## config.mk

```make
export PLATFORM = sky130hd
export DESIGN_NAME = layer_output_serializer
export DESIGN_NICKNAME = d
export VERILOG_FILES = /design/src/rtl/nn_pkg.sv /design/src/rtl/activation_capture_bank.sv /design/src/rtl/layer_output_serializer.sv
export SDC_FILE = /design/constraint.sdc
export NUM_CORES = 1
export LEC_CHECK = 0
export ABC_CLOCK_PERIOD_IN_PS = 3400
export CAP_MARGIN = 10
export CORE_MARGIN = 1.5
export CORE_UTILIZATION = 50
export CTS_CLUSTER_SIZE = 40
export DETAILED_ROUTE_END_ITERATION = 16
export HOLD_SLACK_MARGIN = 0.08
export PLACE_DENSITY = 0.8
export SLEW_MARGIN = 25
export SYNTH_ARGS = -nofsm -noshare
export SYNTH_HDL_FRONTEND = slang
export SYNTH_HIERARCHICAL = 1
export SYNTH_SLANG_ARGS = --single-unit
```

## constraint.sdc

```tcl
create_clock -name clk -period 3.4 [get_ports clk]
set_clock_uncertainty 0.05 [all_clocks]
set_input_delay 0.85 -clock clk [delete_from_list [all_inputs] [get_ports clk]]
set_output_delay 0.85 -clock clk [all_outputs]
set_load 0.005 [all_outputs]
```

## src/rtl/nn_pkg.sv

```systemverilog
// Shared types for the layer-output serializer: the FSM state encoding.
package nn_pkg;

  typedef enum logic [2:0] {
    COLLECT,
    FULL,
    START,
    STREAM,
    DONE,
    HOLD
  } ser_state_t;

endpackage

```

## src/rtl/activation_capture_bank.sv

```systemverilog
// Per-neuron activation capture registers with first-capture-wins mask and an indexed read port.
module activation_capture_bank
  import nn_pkg::*;
#(
  parameter int numNeurons = 30,
  parameter int dataWidth  = 8,
  localparam int IDX_W     = $clog2(numNeurons)
) (
  input  logic                            clk,
  input  logic                            reset,
  input  logic                            clear,
  input  logic                            enable,
  input  logic [numNeurons-1:0]           valid,
  input  logic [numNeurons*dataWidth-1:0] data_bus,
  input  logic [IDX_W-1:0]                rd_idx,
  output logic [numNeurons-1:0]           mask,
  output logic [dataWidth-1:0]            rd_data
);

  logic [dataWidth-1:0] regs [numNeurons];

  always_ff @(posedge clk) begin
    if (reset || clear) begin
      for (int n = 0; n < numNeurons; n++) regs[n] <= '0;
      mask <= '0;
    end else if (enable) begin
      // A set mask bit freezes that neuron's value until the next clear.
      for (int n = 0; n < numNeurons; n++) begin
        if (valid[n] && !mask[n]) begin
          regs[n] <= data_bus[n*dataWidth +: dataWidth];
          mask[n] <= 1'b1;
        end
      end
    end
  end

  assign rd_data = regs[rd_idx];

endmodule

```

## src/rtl/layer_output_serializer.sv

```systemverilog
// Collects one layer's activations, then replays them serially to the next layer with a start pulse.
module layer_output_serializer
  import nn_pkg::*;
#(
  parameter int numNeurons  = 30,
  parameter int dataWidth   = 8,
  parameter int layerNumber = 0
) (
  input  logic                            clk,
  input  logic                            reset,
  input  logic [numNeurons*dataWidth-1:0] neuronOutBus,
  input  logic [numNeurons-1:0]           neuronOutValid,
  input  logic                            frameStart,
  input  logic                            nextReady,
  output logic [dataWidth-1:0]            layerOut,
  output logic                            layerOutValid,
  output logic                            layerOutActive,
  output logic                            layerDone,
  output logic [numNeurons-1:0]           capturedMask
);

  localparam int IDX_W = $clog2(numNeurons);
  localparam logic [IDX_W-1:0] LAST_IDX = IDX_W'(numNeurons - 1);

  if (numNeurons < 2 || layerNumber < 0) begin : g_param_check
    $error("layer_output_serializer layer %0d: numNeurons must be >= 2", layerNumber);
  end

  ser_state_t           state;
  logic [IDX_W-1:0]     idx;
  logic [IDX_W-1:0]     rd_idx;
  logic [dataWidth-1:0] rd_data;
  logic                 pending;
  logic                 capture_en;
  logic                 clear_req;
  logic                 all_captured;

  activation_capture_bank #(
    .numNeurons(numNeurons),
    .dataWidth (dataWidth)
  ) u_bank (
    .clk     (clk),
    .reset   (reset),
    .clear   (clear_req),
    .enable  (capture_en),
    .valid   (neuronOutValid),
    .data_bus(neuronOutBus),
    .rd_idx  (rd_idx),
    .mask    (capturedMask),
    .rd_data (rd_data)
  );

  always_comb begin
    capture_en   = (state == COLLECT) && !frameStart;
    clear_req    = (frameStart && (state inside {COLLECT, FULL, HOLD, DONE}))
                || ((state == DONE) && pending);
    all_captured = &(capturedMask | neuronOutValid);
    // Prefetch the element that goes out on the next cycle.
    rd_idx = '0;
    if (state == STREAM && idx != LAST_IDX) rd_idx = idx + 1'b1;
  end

  always_ff @(posedge clk) begin
    if (reset) begin
      state          <= COLLECT;
      idx            <= '0;
      pending        <= 1'b0;
      layerOut       <= '0;
      layerOutValid  <= 1'b0;
      layerOutActive <= 1'b0;
      layerDone      <= 1'b0;
    end else begin
      layerOutValid <= 1'b0;
      layerDone     <= 1'b0;
      case (state)
        COLLECT: begin
          if (frameStart) layerOut <= '0;
          else if (all_captured) state <= FULL;
        end
        FULL: begin
          if (frameStart) begin
            state    <= COLLECT;
            layerOut <= '0;
          end else if (nextReady) begin
            state         <= START;
            layerOutValid <= 1'b1;
          end
        end
        START: begin
          if (frameStart) pending <= 1'b1;
          idx            <= '0;
          layerOut       <= rd_data;
          layerOutActive <= 1'b1;
          state          <= STREAM;
        end
        STREAM: begin
          // A new frame mid-stream is deferred until the stream has finished.
          if (frameStart) pending <= 1'b1;
          if (idx == LAST_IDX) begin
            layerOutActive <= 1'b0;
            layerDone      <= 1'b1;
            state          <= DONE;
          end else begin
            idx      <= idx + 1'b1;
            layerOut <= rd_data;
          end
        end
        DONE: begin
          if (frameStart || pending) begin
            state    <= COLLECT;
            pending  <= 1'b0;
            layerOut <= '0;
          end else begin
            state <= HOLD;
          end
        end
        HOLD: begin
          if (frameStart) begin
            state    <= COLLECT;
            layerOut <= '0;
          end
        end
        default: state <= COLLECT;
      endcase
    end
  end

endmodule
```

======== After elaboration in Yosys (flattened, before gate mapping) ========
Memories as Yosys holds them, arrays and structs flattened.
Index checks and enable logic that the tools add are counted.
storage, ports and cells
  register bits ........................... 50
  RAM bits ................................ 240
  output and inout bits ................... 41
  word-level logic and storage cells ...... 375
  memories kept ........................... 1
memories
  memory       depth  bits a word  rd ports  clocked after Yosys merged registers in  write ports  line                           text
  u_bank.regs  30     8            1         0                                        30           activation_capture_bank.sv:20  logic [dataWidth-1:0] regs [numNeurons];
operators by class
  add/sub/neg operators ................... 1
  equal/unequal tests ..................... 16
  multiplexer cells ....................... 174
  bitwise logic cells ..................... 33
  reductions and logical operators ........ 113
operators with widths
  operator             number
  $mux 8               33
  $mux 1               127
  $reduce_and 2->1     32
  $logic_and 1x1->1    34
  $pmux 8 s4           1
  $logic_not 1->1      31
  $or 1x1->1           30
  $or 30x30->30        1
  $reduce_and 30->1    1
  $mux 3               7
  $pmux 3 s6           1
  $mux 5               2
  $pmux 5 s2           1
  $ne 2x1->1 const B   4
  $ne 2x2->1 const B   4
  $reduce_bool 4->1    2
  $eq 3x2->1 const B   2
  $eq 3x3->1 const B   2
  $reduce_or 3->1      2
  $add 5x1->5 const B  1
  $eq 5x5->1 const B   1
  $ne 5x5->1 const B   1
  $reduce_and 5->1     1
  $pmux 1 s2           2
  other kinds (9)      14

======== Logic depth before layout (Yosys ltp) ========
Gate-level depths: netlist (run 1).
  word-level depth ........................ 8
  mapped depth ............................ 15

======== By module ========
Netlist (run 1), hierarchy kept.
by module, submodules not included
  module                   instances  cells each  area an instance (µm²)  sequential area each (µm²)
  activation_capture_bank  1          860         12215.5                 7807.5
  layer_output_serializer  1          149         1218.7                  400.4

======== Least setup slack after synthesis (run 1) ========
Ideal clock, no wire load.
  kind .................................... input port to flip-flop
  from .................................... input port frameStart
  to ...................................... memory u_bank.regs[18][0] (enable)
  library setup time ...................... 0.384 ns
  arrival ................................. 2.773 ns
  data required time ...................... 2.966 ns
  slack ................................... 0.193 ns
  stages .................................. 6
  path through ............................ buf_2 > nor4_1 > clkbuf_1 > buf_1 > nand2_1 > o21ai_0
RTL lines
  element             line                           text
  start: declaration  layer_output_serializer.sv:13  input logic frameStart,
  end: declaration    activation_capture_bank.sv:20

======== Final worst setup path (run 1) ========
  from .................................... register idx[0]
  to ...................................... register layerOut[1]
on the way
  word-level cells in the longest chain between the ends .. 6
  elaborated cells on any way between the ends .. 10
  those cells by class .................... add/sub: 1; eq/ne: 3; mux: 3; reduce/logical: 2; memory: 1
ends and longest elaborated chain
  element                                              line                            text
  start: declaration                                   layer_output_serializer.sv:30   logic [IDX_W-1:0] idx;
  start signal: assignment                             layer_output_serializer.sv:104  idx <= idx + 1'b1;
  branches (longest 2 deep; another with $add 5x1->5)  -
  $mux 5 *                                             layer_output_serializer.sv:60   if (state == STREAM && idx != LAST_IDX) rd_idx = idx + 1'b1;
  via rd_idx[1]                                        layer_output_serializer.sv:31   logic [IDX_W-1:0] rd_idx;
  $mem_v2 30x8 *                                       -
  via rd_data[1]                                       layer_output_serializer.sv:32   logic [dataWidth-1:0] rd_data;
  $mux 8                                               layer_output_serializer.sv:99   if (idx == LAST_IDX) begin
  $pmux 8 s4 *                                         layer_output_serializer.sv:75   case (state)
  end signal: assignment                               layer_output_serializer.sv:92   layerOut <= rd_data;
  end signal: assignment                               layer_output_serializer.sv:105  layerOut <= rd_data;
  end: declaration                                     layer_output_serializer.sv:15   output logic [dataWidth-1:0] layerOut,
Mark *: on every way through the listed nets, which the timed path passes. The select of a mux whose other input is x is not followed.
A chain may end at the register's enable or synchronous reset.

==> results.yml, run 1 <==
setup_path:
  setup.worst_path.start_class: "flip-flop"
  type_of_element_capturing_the_critical_path: "flip-flop"
  critical_path.max_fanout: 52
  worst_ep_arrival_time_ns: 3.65
  type_of_the_worst_setup_path: "flip-flop to flip-flop"
  worst_ep_required_time_ns: 3.79
pwr:
  flop_pwr_share_pct: 49.3
  irDropWorstVdd_v: 0.000318
  power.density_cell_area_mw_per_mm2: 458
  p_total_mw: 8.42
  switching_share_pct: 21.5
  switching_power_mw: 1.81
  clkPwrFrac_pct: 41.0
  power.static_leakage_nw: 6.91
  power_report.internal_total_mw: 6.61
  power.share.combinational_pct: 9.7
sta:
  headroom_to_the_max_slew_limit_pct: 44.9
  maxClockFrequency_mhz: 307
  unrepaired_setup_endpoints_after_global_routing: "false"
  setup_total_negative_slack_ns: 0
  finalSetupViolCount: 0
  timing.final.crit_period_ns: 3.26
  report.final.slew_viol_count: 0
  timing_hold_violations_final: 0
  worst_slew_pin_slew_ns: 0.826
  final_min_period_over_clock_period_pct: 95.8
clocking:
  cts_post_setup_buffers_inserted: 0
  clk-insertion-delay-late_ns: 0.55
  clock_tree.root_cell: "sky130_fd_sc_hd__clkbuf_16"
  clockBufferDepth: 3
  path_clk_slew_ns: 0.06
  cts-buffers-inserted: 30
  numClockSinks: 290
  cts-htree-levels: 1
  tritoncts: "yes"
detailed_routing:
  routed_via_density: 5.74
  drtIter0Drc: 1011
  drc: 0
  antenna_violating_nets_remaining: 0
  routed_wirelength_um: 41000
  drt_first_pass_iters: 5
  route.vias.total: 9933
  wl_per_cell_um: 23.7
floorplanning:
  initial_core_util_pct: 51.3
  floorplan.die.height_um: 167
  num_rows: 59
  fp.dieArea_mm2: 0.0279
  placeableCoreArea_mm2: 0.0262
  die_w_um: 167
  top_level_ports: 315
synth:
  yosys_most_used_dff: "sky130_fd_sc_hd__edfxtp_1"
  postSynthRegisterBits: 290
  postSynthCellCount: 1009
  ys_seq_area_share_pct: 61.1
  number_of_enable_flip_flop_cells_after_synthesis: 240
  number_of_warning_messages_in_the_yosys_log: 6
  netlist_area_mm2: 0.0134
  asyncSetResetFlopFracSynth_pct: 0
  synth_fp_nets: 1285
  syn_area_per_cell_um2: 13.3
  ys_types: 58
worst_hold_path:
  hp-class: "flip-flop to flip-flop"
run:
  max_capacitance_violation_count: 0
layout:
  ant_diodes: 0
  final_net_count: 1646
  fill_cells: 1775
  syn_to_final_growth_pct: 36.7
  final_layout_size_suffix_gt1_share_pct: 12.8
place:
  detailed_place_hpwl_um: 30900
  place_congestion: 0.910
  port_buffers: 314
grt:
  grt_first_pass_wirelength_um: 60400
  grt-ovfl-total: 0
  grt_max_degree: 61
  number_of_global_route_vias_before_repair: 10100
  initial_antenna_violation_count: 1
  grtUsageTotal_pct: 29.4
status:
  status: "completed"
## what timing repair did
item	4_1_cts	5_1_grt
endpoints found under the setup margin	1	2
hold buffers	0	0
gates resized for setup	1	2
pin swaps	0	0
## layout by cell type, fill, tap and decap left out, drive strengths merged, types with 3 or more instances in the layout
cell and count:
a21oi 57, a22oi 5, a311oi 7, a32o 4, and2 242, buf 71
bufinv 5, clkbuf 34, clkdlybuf4s50 314, clkinv 10, clkinvlp 6, dfxtp 50
edfxtp 240, inv 10, mux2 11, mux2i 17, mux4 48, nand2 53
nand2b 6, nand3 13, nand3b 3, nor2 45, nor2b 5, nor3 26
nor4 6, o211ai 8, o21ai 45, o22a 3, o22ai 24, xnor2 3
## path summary, 6_finish.rpt
kind | startpoint | to | slack [ns] | cells past startpoint
worst max-delay path | idx[0] | layerOut[1] | 0.14 | 11
worst min-delay path | layerOut[4] | layerOut[4] | 0.42 | 2
worst max register to register | idx[0] | layerOut[1] | 0.14 | 11
worst min register to register | layerOut[4] | layerOut[4] | 0.42 | 2
## final cells by class
| class | count | area (um^2) | share of cell area (%) |
|---|---|---|---|
| clock buffer | 34 | 797 | 4.34 |
| clock inverter | 22 | 250 | 1.36 |
| inverter | 9 | 33.8 | 0.184 |
| multi-input combinational | 654 | 4910 | 26.7 |
| sequential | 290 | 8210 | 44.7 |
| tap | 335 | 419 | 2.28 |
| timing repair buffer | 385 | 3750 | 20.4 |
## sequential cells by signal, indices dropped and copies added (netlist names)
register,cells
layerOut,8
layerDone,1
pending,1
layerOutActive,1
u_bank/mask,30
idx,5
layerOutValid,1
state,3
u_bank/regs,240
## metrics by stage
stage	hold slack [ns]	util [%]	cell area, um^2	setup slack (ns)	cells
2_1_floorplan	0.410	-	13400	0.193	1009
5_1_grt	0.430	70.1	18400	0.0348	1729
6_report	0.421	70.1	18400	0.144	1729
4_1_cts	0.419	70.0	18400	0.128	1729
3_3_place_gp	0.406	66.0	17300	0.0213	1673
3_5_place_dp	0.409	66.0	17300	0.0347	1673
## cells in the mapped netlist (13+ instances only)
master,instances,area [um^2]
sky130_fd_sc_hd__edfxtp_1,240,7210
sky130_fd_sc_hd__mux4_2,22,495
sky130_fd_sc_hd__nor2_1,43,161
sky130_fd_sc_hd__mux4_1,26,683
sky130_fd_sc_hd__o21ai_0,42,210
sky130_fd_sc_hd__and2_1,242,1510
sky130_fd_sc_hd__mux2i_1,17,170
sky130_fd_sc_hd__nor3_1,25,125
sky130_fd_sc_hd__nand3_1,13,65.1
sky130_fd_sc_hd__dfxtp_1,50,1000
sky130_fd_sc_hd__o22ai_1,24,150
sky130_fd_sc_hd__nand2_1,53,199
sky130_fd_sc_hd__a21oi_1,54,270
sky130_fd_sc_hd__clkbuf_1,25,93.8
## worst max-delay path, stage by stage (launching register included)
cell and delay (ns):
sky130_fd_sc_hd__dfxtp_1 0.39, sky130_fd_sc_hd__ha_1 0.28, sky130_fd_sc_hd__nand4_4 0.17, sky130_fd_sc_hd__nand3_2 0.20
sky130_fd_sc_hd__nor2_4 0.17, sky130_fd_sc_hd__buf_12 0.33, sky130_fd_sc_hd__mux4_1 0.63, sky130_fd_sc_hd__mux2i_1 0.28
sky130_fd_sc_hd__o22ai_1 0.16, sky130_fd_sc_hd__a31o_1 0.22, sky130_fd_sc_hd__o211ai_1 0.11, sky130_fd_sc_hd__a21oi_1 0.09
## layer usage
layer | wire length (um) | up-vias | track usage, %
met4 | 1450 | 2 | 10.8
met5 | 13 | - | 0
li1 | - | 4478 | -
met2 | 20400 | 559 | 49.9
met3 | 3490 | 92 | 6.18
met1 | 15600 | 4802 | 37.3
## power groups by stage
stage          logic (mW)  registers [mW]  clock network [mW]
6_report            0.813            4.15                3.45
5_1_grt             0.858            4.17                3.62
4_1_cts             0.808            4.15                3.48
3_5_place_dp        0.802            4.22                   0
3_3_place_gp        0.794            4.21                   0
2_1_floorplan       0.266            4.19                   0
## logic make-up after synthesis
logic type / share of synthesized area [%]
simple gates: 17.4
flops: 61.1
compound gates: 7.30
mux: 11.0
buf+inv: 2.84
xor+xnor: 0.196
fa+ha+maj: 0.186
Power figures use the tool's default switching activity.
==> run 2, diff against run 1 <==
ABC_CLOCK_PERIOD_IN_PS = not set   (was 3400)
CORE_UTILIZATION = 54   (was 50)
PLACE_DENSITY = 0.93   (was 0.8)
clock period = 3.85 ns   (was 3.4 ns; I/O delays follow)
==> run 2 against run 1 <==
  * Non-clock buffer count shrank 2
  * Highest routed layer is now met4
  * Worst hold slack gained 0.0018 ns
  * Via count grew 4.7%
==> results.yml, run 2 (synthesis results as in run 1) <==
detailed_routing:
  wl_per_cell_um: 25.1
  drc: 0
  routed_via_density: 6.07
  route.vias.total: 10400
  antenna_violating_nets_remaining: 0
  routed_wirelength_um: 43000
  drtIter0Drc: 1200
  drt_first_pass_iters: 7
sta:
  unrepaired_setup_endpoints_after_global_routing: "false"
  maxClockFrequency_mhz: 284
  worst_slew_pin_slew_ns: 0.766
  headroom_to_the_max_slew_limit_pct: 48.5
  setup_total_negative_slack_ns: 0
  final_min_period_over_clock_period_pct: 91.6
  timing_hold_violations_final: 0
  timing.final.crit_period_ns: 3.53
  finalSetupViolCount: 0
  report.final.slew_viol_count: 0
setup_path:
  type_of_the_worst_setup_path: "flip-flop to flip-flop"
  critical_path.max_fanout: 43
  setup_slack_on_the_worst_flop_to_flop_path_ns: 0.32
  launch_point_of_the_worst_reg_to_reg_path: "idx[0]"
  worst_ep_required_time_ns: 4.22
  type_of_element_capturing_the_critical_path: "flip-flop"
  critical_path.startpoint: "idx[0]"
  worst_ep_arrival_time_ns: 3.90
  end_point_of_the_critical_path: "layerOut[0]"
  setup.worst_path.start_class: "flip-flop"
  timing.reg2reg.worst_path_depth: 11
  timing.rr.end: "layerOut[0]"
grt:
  grt_first_pass_wirelength_um: 62600
  grt_max_degree: 80
  number_of_global_route_vias_before_repair: 10400
  grt-ovfl-total: 0
  grtUsageTotal_pct: 32.9
  groute.layer.met2.usage_pct: 55.7
  grt_use_met1_pct: 41.8
  grtUsageMet3_pct: 4.73
  initial_antenna_violation_count: 1
  globalRoute.busiestLayer: "met2"
pwr:
  switching_share_pct: 21.6
  irDropWorstVdd_v: 0.000413
  power.static_leakage_nw: 6.85
  power_report.internal_total_mw: 5.67
  flop_pwr_share_pct: 50.9
  clkPwrFrac_pct: 39.1
  switching_power_mw: 1.56
  power.share.combinational_pct: 10.0
  power.density_cell_area_mw_per_mm2: 397
place:
  placement.cell_area_mm2: 0.0172
  detailed_place_hpwl_um: 32700
  port_buffers: 314
  place_congestion: 0.948
status:
  status: "completed"
layout:
  max_flop_register: "u_bank/regs"
  final_cell_area_mm2: 0.0182
  final_layout_size_suffix_gt1_share_pct: 12.0
  top_regs: "u_bank/regs x240, u_bank/mask x30, layerOut x8"
  final_net_count: 1642
  flip_flop_count_of_the_largest_register_after_layout: 240
  layout_common_cells: "314 x sky130_fd_sc_hd__clkdlybuf4s50_1, 242 x sky130_fd_sc_hd__and2_1, 240 x sky130_fd_sc_hd__edfxtp_1"
  final_common_cell: "sky130_fd_sc_hd__clkdlybuf4s50_1"
  syn_to_final_growth_pct: 35.6
clocking:
  post_cts_hold_buffer_count: 0
  tritoncts: "yes"
  numClockSinks: 290
  cts-buffers-inserted: 28
  clock_tree.root_cell: "sky130_fd_sc_hd__clkbuf_16"
  clk-insertion-delay-late_ns: 0.54
  path_clk_slew_ns: 0.06
  clockBufferDepth: 3
  cts-htree-levels: 1
run:
  max_capacitance_violation_count: 0
floorplanning:
  initial_core_util_pct: 55.1
  top_level_ports: 315
  fp.dieArea_mm2: 0.0258
  num_rows: 57
  die_w_um: 161
  placeableCoreArea_mm2: 0.0244
  floorplan.die.height_um: 161
worst_hold_path:
  hp-class: "flip-flop to flip-flop"
  min_from: "layerOut[4]"
  worst_hold_path.num_cells: 2
[run 2: cell types whose count changed in the layout (fill, tap and decap cells not counted), sizes merged]
cell      delta
clkinv       -4
diode        +3
inv          -1
buf          -2
bufinv       -2
clkbuf       +5
clkinvlp     -2
[run 2: timing repair]
action	in CTS	in global routing
endpoints found under the setup margin	0	2
setup buffers	0	1
resized for setup	0	1
[run 2: final cells by class]
type                       instances  area [um^2]
antenna                            3         7.51
clock buffer                      39          803
clock inverter                    13          148
fill                            1425         6170
inverter                           9         33.8
multi-input combinational        654         4890
sequential                       290         8210
tap                              324          405
timing repair buffer             383         3720
[run 2: metrics by stage]
step / total power, mW / util (%) / worst slack (ns) / hold slack [ns] / instances
global placement: 4.41 / 70.7 / 0.256 / 0.418 / 1659
CTS: 7.23 / 74.6 / 0.0749 / 0.423 / 1711
finish: 7.23 / 74.7 / 0.325 / 0.423 / 1715
global route: 7.39 / 74.7 / 0.209 / 0.456 / 1713
detailed placement: 4.45 / 70.7 / 0.129 / 0.416 / 1659
floorplan: 3.93 / - / 0.531 / 0.410 / 1009
[run 2: worst min path at each step]
stage / end / slack (ns)
finish: layerOut[4] / 0.42
global route: layerOut[4] / 0.46
CTS: layerOut[4] / 0.42
detailed placement: layerOut[4] / 0.42
global placement: layerOut[0] / 0.42
floorplan: layerOut[0] / 0.41
[run 2: critical path, cell delays in order (launching register included)]
cell                       delay [ns]
sky130_fd_sc_hd__dfxtp_1         0.41
sky130_fd_sc_hd__ha_1            0.30
sky130_fd_sc_hd__nand4_4         0.17
sky130_fd_sc_hd__nand3_2         0.28
sky130_fd_sc_hd__nor2_4          0.21
sky130_fd_sc_hd__buf_12          0.31
sky130_fd_sc_hd__buf_12          0.22
sky130_fd_sc_hd__mux4_2          0.55
sky130_fd_sc_hd__a311oi_1        0.45
sky130_fd_sc_hd__a21oi_1         0.17
sky130_fd_sc_hd__o211ai_1        0.14
sky130_fd_sc_hd__a21oi_1         0.10
[run 2: power groups by stage]
stage / Sequential (mW) / Combinational, mW / Clock (mW)
4_1_cts: 3.67 / 0.718 / 2.84
2_1_floorplan: 3.70 / 0.235 / 0
3_5_place_dp: 3.74 / 0.710 / 0
5_1_grt: 3.69 / 0.760 / 2.95
3_3_place_gp: 3.72 / 0.692 / 0
6_report: 3.68 / 0.725 / 2.83
[run 2: routing by layer]
| metal | up-vias | wire length [um] | part of all wire, % |
|---|---|---|---|
| met5 | - | 0 | 0 |
| met4 | 0 | 2310 | 5.4 |
| met3 | 157 | 4330 | 10 |
| met2 | 805 | 21200 | 49 |
| met1 | 4968 | 15200 | 35 |
| li1 | 4473 | - | - |
==> run 3, diff against run 2 <==
PLACE_DENSITY = 0.89   (was 0.93)
==> run 3 against run 2 <==
  * Final cell count decreased by 0.58%
  * Fmax decreased by 3.9%
  * Critical path type unchanged
  * Sequential power about the same
  * Highest routed layer unchanged
  * Largest cell class unchanged
==> results.yml, run 3 (synthesis results as in run 1) <==
status:
  status: "completed"
layout:
  final_cell_area_mm2: 0.0181
  final_net_count: 1628
  total_area_of_multi_input_combinational_cells_mm2: 0.00489
  layout_common_cells: "314 x sky130_fd_sc_hd__clkdlybuf4s50_1, 242 x sky130_fd_sc_hd__and2_1, 240 x sky130_fd_sc_hd__edfxtp_1"
  layout.area.seq_mm2: 0.00821
  finalNonFillerCells: 1705
  flip_flop_count_of_the_largest_register_after_layout: 240
  max_flop_register: "u_bank/regs"
  fill_cells: 1542
  final_layout_size_suffix_gt1_share_pct: 10.9
  top_regs: "u_bank/regs x240, u_bank/mask x30, layerOut x8"
  final_common_cell: "sky130_fd_sc_hd__clkdlybuf4s50_1"
  syn_to_final_growth_pct: 34.6
setup_path:
  type_of_element_capturing_the_critical_path: "flip-flop"
  cp_cell_sequence: "ha_1 -> nand4_4 -> nand3_1 -> nor2_4 -> buf_4 -> mux2i_1 -> a32o_1 -> a311oi_1 -> o211ai_1 -> a21oi_1"
  worst_path_dominant_cell_family: "compound AO/OA/AOI/OAI gates"
  type_of_the_worst_setup_path: "flip-flop to flip-flop"
  critical_path.max_fanout: 13
  crit_slowest_cell: "sky130_fd_sc_hd__nor2_4"
  critical_path.n_buffers_inverters: 1
  worst_path_largest_cell_delay_ns: 0.61
  worst_ep_required_time_ns: 4.26
  setup.worst_path.start_class: "flip-flop"
  worst_ep_arrival_time_ns: 4.07
sta:
  headroom_to_the_max_slew_limit_pct: 29.7
  timing.final.crit_period_ns: 3.67
  worst_slew_pin_slew_ns: 1.05
  unrepaired_setup_endpoints_after_global_routing: "false"
  maxClockFrequency_mhz: 273
  setup_ws_ns: 0.182
  timing_hold_violations_final: 0
  hold-worst-slack_ns: 0.422
  finalSetupViolCount: 0
  final_min_period_over_clock_period_pct: 95.3
  setup_total_negative_slack_ns: 0
  report.final.slew_viol_count: 0
grt:
  number_of_global_route_vias_before_repair: 10400
  grt_max_degree: 40
  initial_antenna_violation_count: 4
  grt_first_pass_wirelength_um: 61300
  grtUsageTotal_pct: 32.1
  grt-ovfl-total: 0
place:
  port_buffers: 314
  post-place-cells: 1645
  placement.setup.worst_slack_ns: 0.267
  placement.cell_area_mm2: 0.0171
  place_congestion: 0.942
  detailed_place_hpwl_um: 31400
clocking:
  path_clk_slew_ns: 0.06
  cts_post_setup_buffers_inserted: 0
  cts-buffers-inserted: 29
  numClockSinks: 290
  tritoncts: "yes"
  cts_resized: 0
  clock_tree.root_cell: "sky130_fd_sc_hd__clkbuf_16"
  clockBufferDepth: 3
  clk-insertion-delay-late_ns: 0.54
  cts-htree-levels: 1
  post_cts_hold_buffer_count: 0
pwr:
  switching_power_mw: 1.55
  clkPwrFrac_pct: 38.3
  switching_share_pct: 21.8
  irDropWorstVdd_v: 0.000285
  power.share.combinational_pct: 10.0
  power.density_cell_area_mw_per_mm2: 393
  power_report.internal_total_mw: 5.55
  flop_pwr_share_pct: 51.7
  power.static_leakage_nw: 6.75
floorplanning:
  fp.dieArea_mm2: 0.0258
  placeableCoreArea_mm2: 0.0244
  num_rows: 57
  die_w_um: 161
  initial_core_util_pct: 55.1
  floorplan.die.height_um: 161
  top_level_ports: 315
worst_hold_path:
  hp-class: "flip-flop to flip-flop"
detailed_routing:
  wl_per_cell_um: 24.5
  drt_first_pass_iters: 5
  antenna_violating_nets_remaining: 0
  routed_via_density: 5.95
  drtIter0Drc: 1182
  routed_wirelength_um: 41700
  route.vias.total: 10100
  drc: 0
run:
  max_capacitance_violation_count: 0
run 3: tightest hold or removal path: stages, from the launching register on:
cell and delay (ns):
sky130_fd_sc_hd__dfxtp_1 0.31, sky130_fd_sc_hd__nand3_1 0.06, sky130_fd_sc_hd__a21oi_1 0.05
run 3: metrics by stage:
step | utilization, % | power, mW
after detailed placement | 70.3 | 4.43
final | 74.1 | 7.10
after global placement | 70.3 | 4.40
after floorplan | - | 3.93
after global routing | 74.1 | 7.27
after CTS | 74.0 | 7.10
run 3: path summary, 6_finish.rpt:
kind	startpoint	to	slack, ns	cells past startpoint
hold reg to reg	layerOut[4]	layerOut[4]	0.42	2
setup / recovery	idx[0]	layerOut[5]	0.18	10
setup reg to reg	idx[0]	layerOut[5]	0.18	10
hold / removal	layerOut[4]	layerOut[4]	0.42	2
run 3: final cells by class:
class | count | area share [%]
antenna | 7 | 0.0969
sequential | 290 | 45.4
clock inverter | 13 | 0.540
multi-input combinational | 654 | 27.0
tap | 324 | 2.24
clock buffer | 40 | 4.52
inverter | 9 | 0.187
timing repair buffer | 368 | 20.0
run 3: metal layers:
layer / wire length (um) / global-route usage [%]
met5: 0 / 0
met4: 1690 / 12.7
met3: 4030 / 4.65
met2: 20800 / 55.1
met1: 15200 / 41.4
run 3: power by group through the flow:
| stage | clock network, mW | registers (mW) | logic (mW) |
|---|---|---|---|
| finish | 2.72 | 3.67 | 0.712 |
| global route | 2.84 | 3.68 | 0.746 |
| CTS | 2.73 | 3.67 | 0.705 |
| detailed placement | 0 | 3.73 | 0.698 |
| global placement | 0 | 3.72 | 0.686 |
| floorplan | 0 | 3.70 | 0.235 |
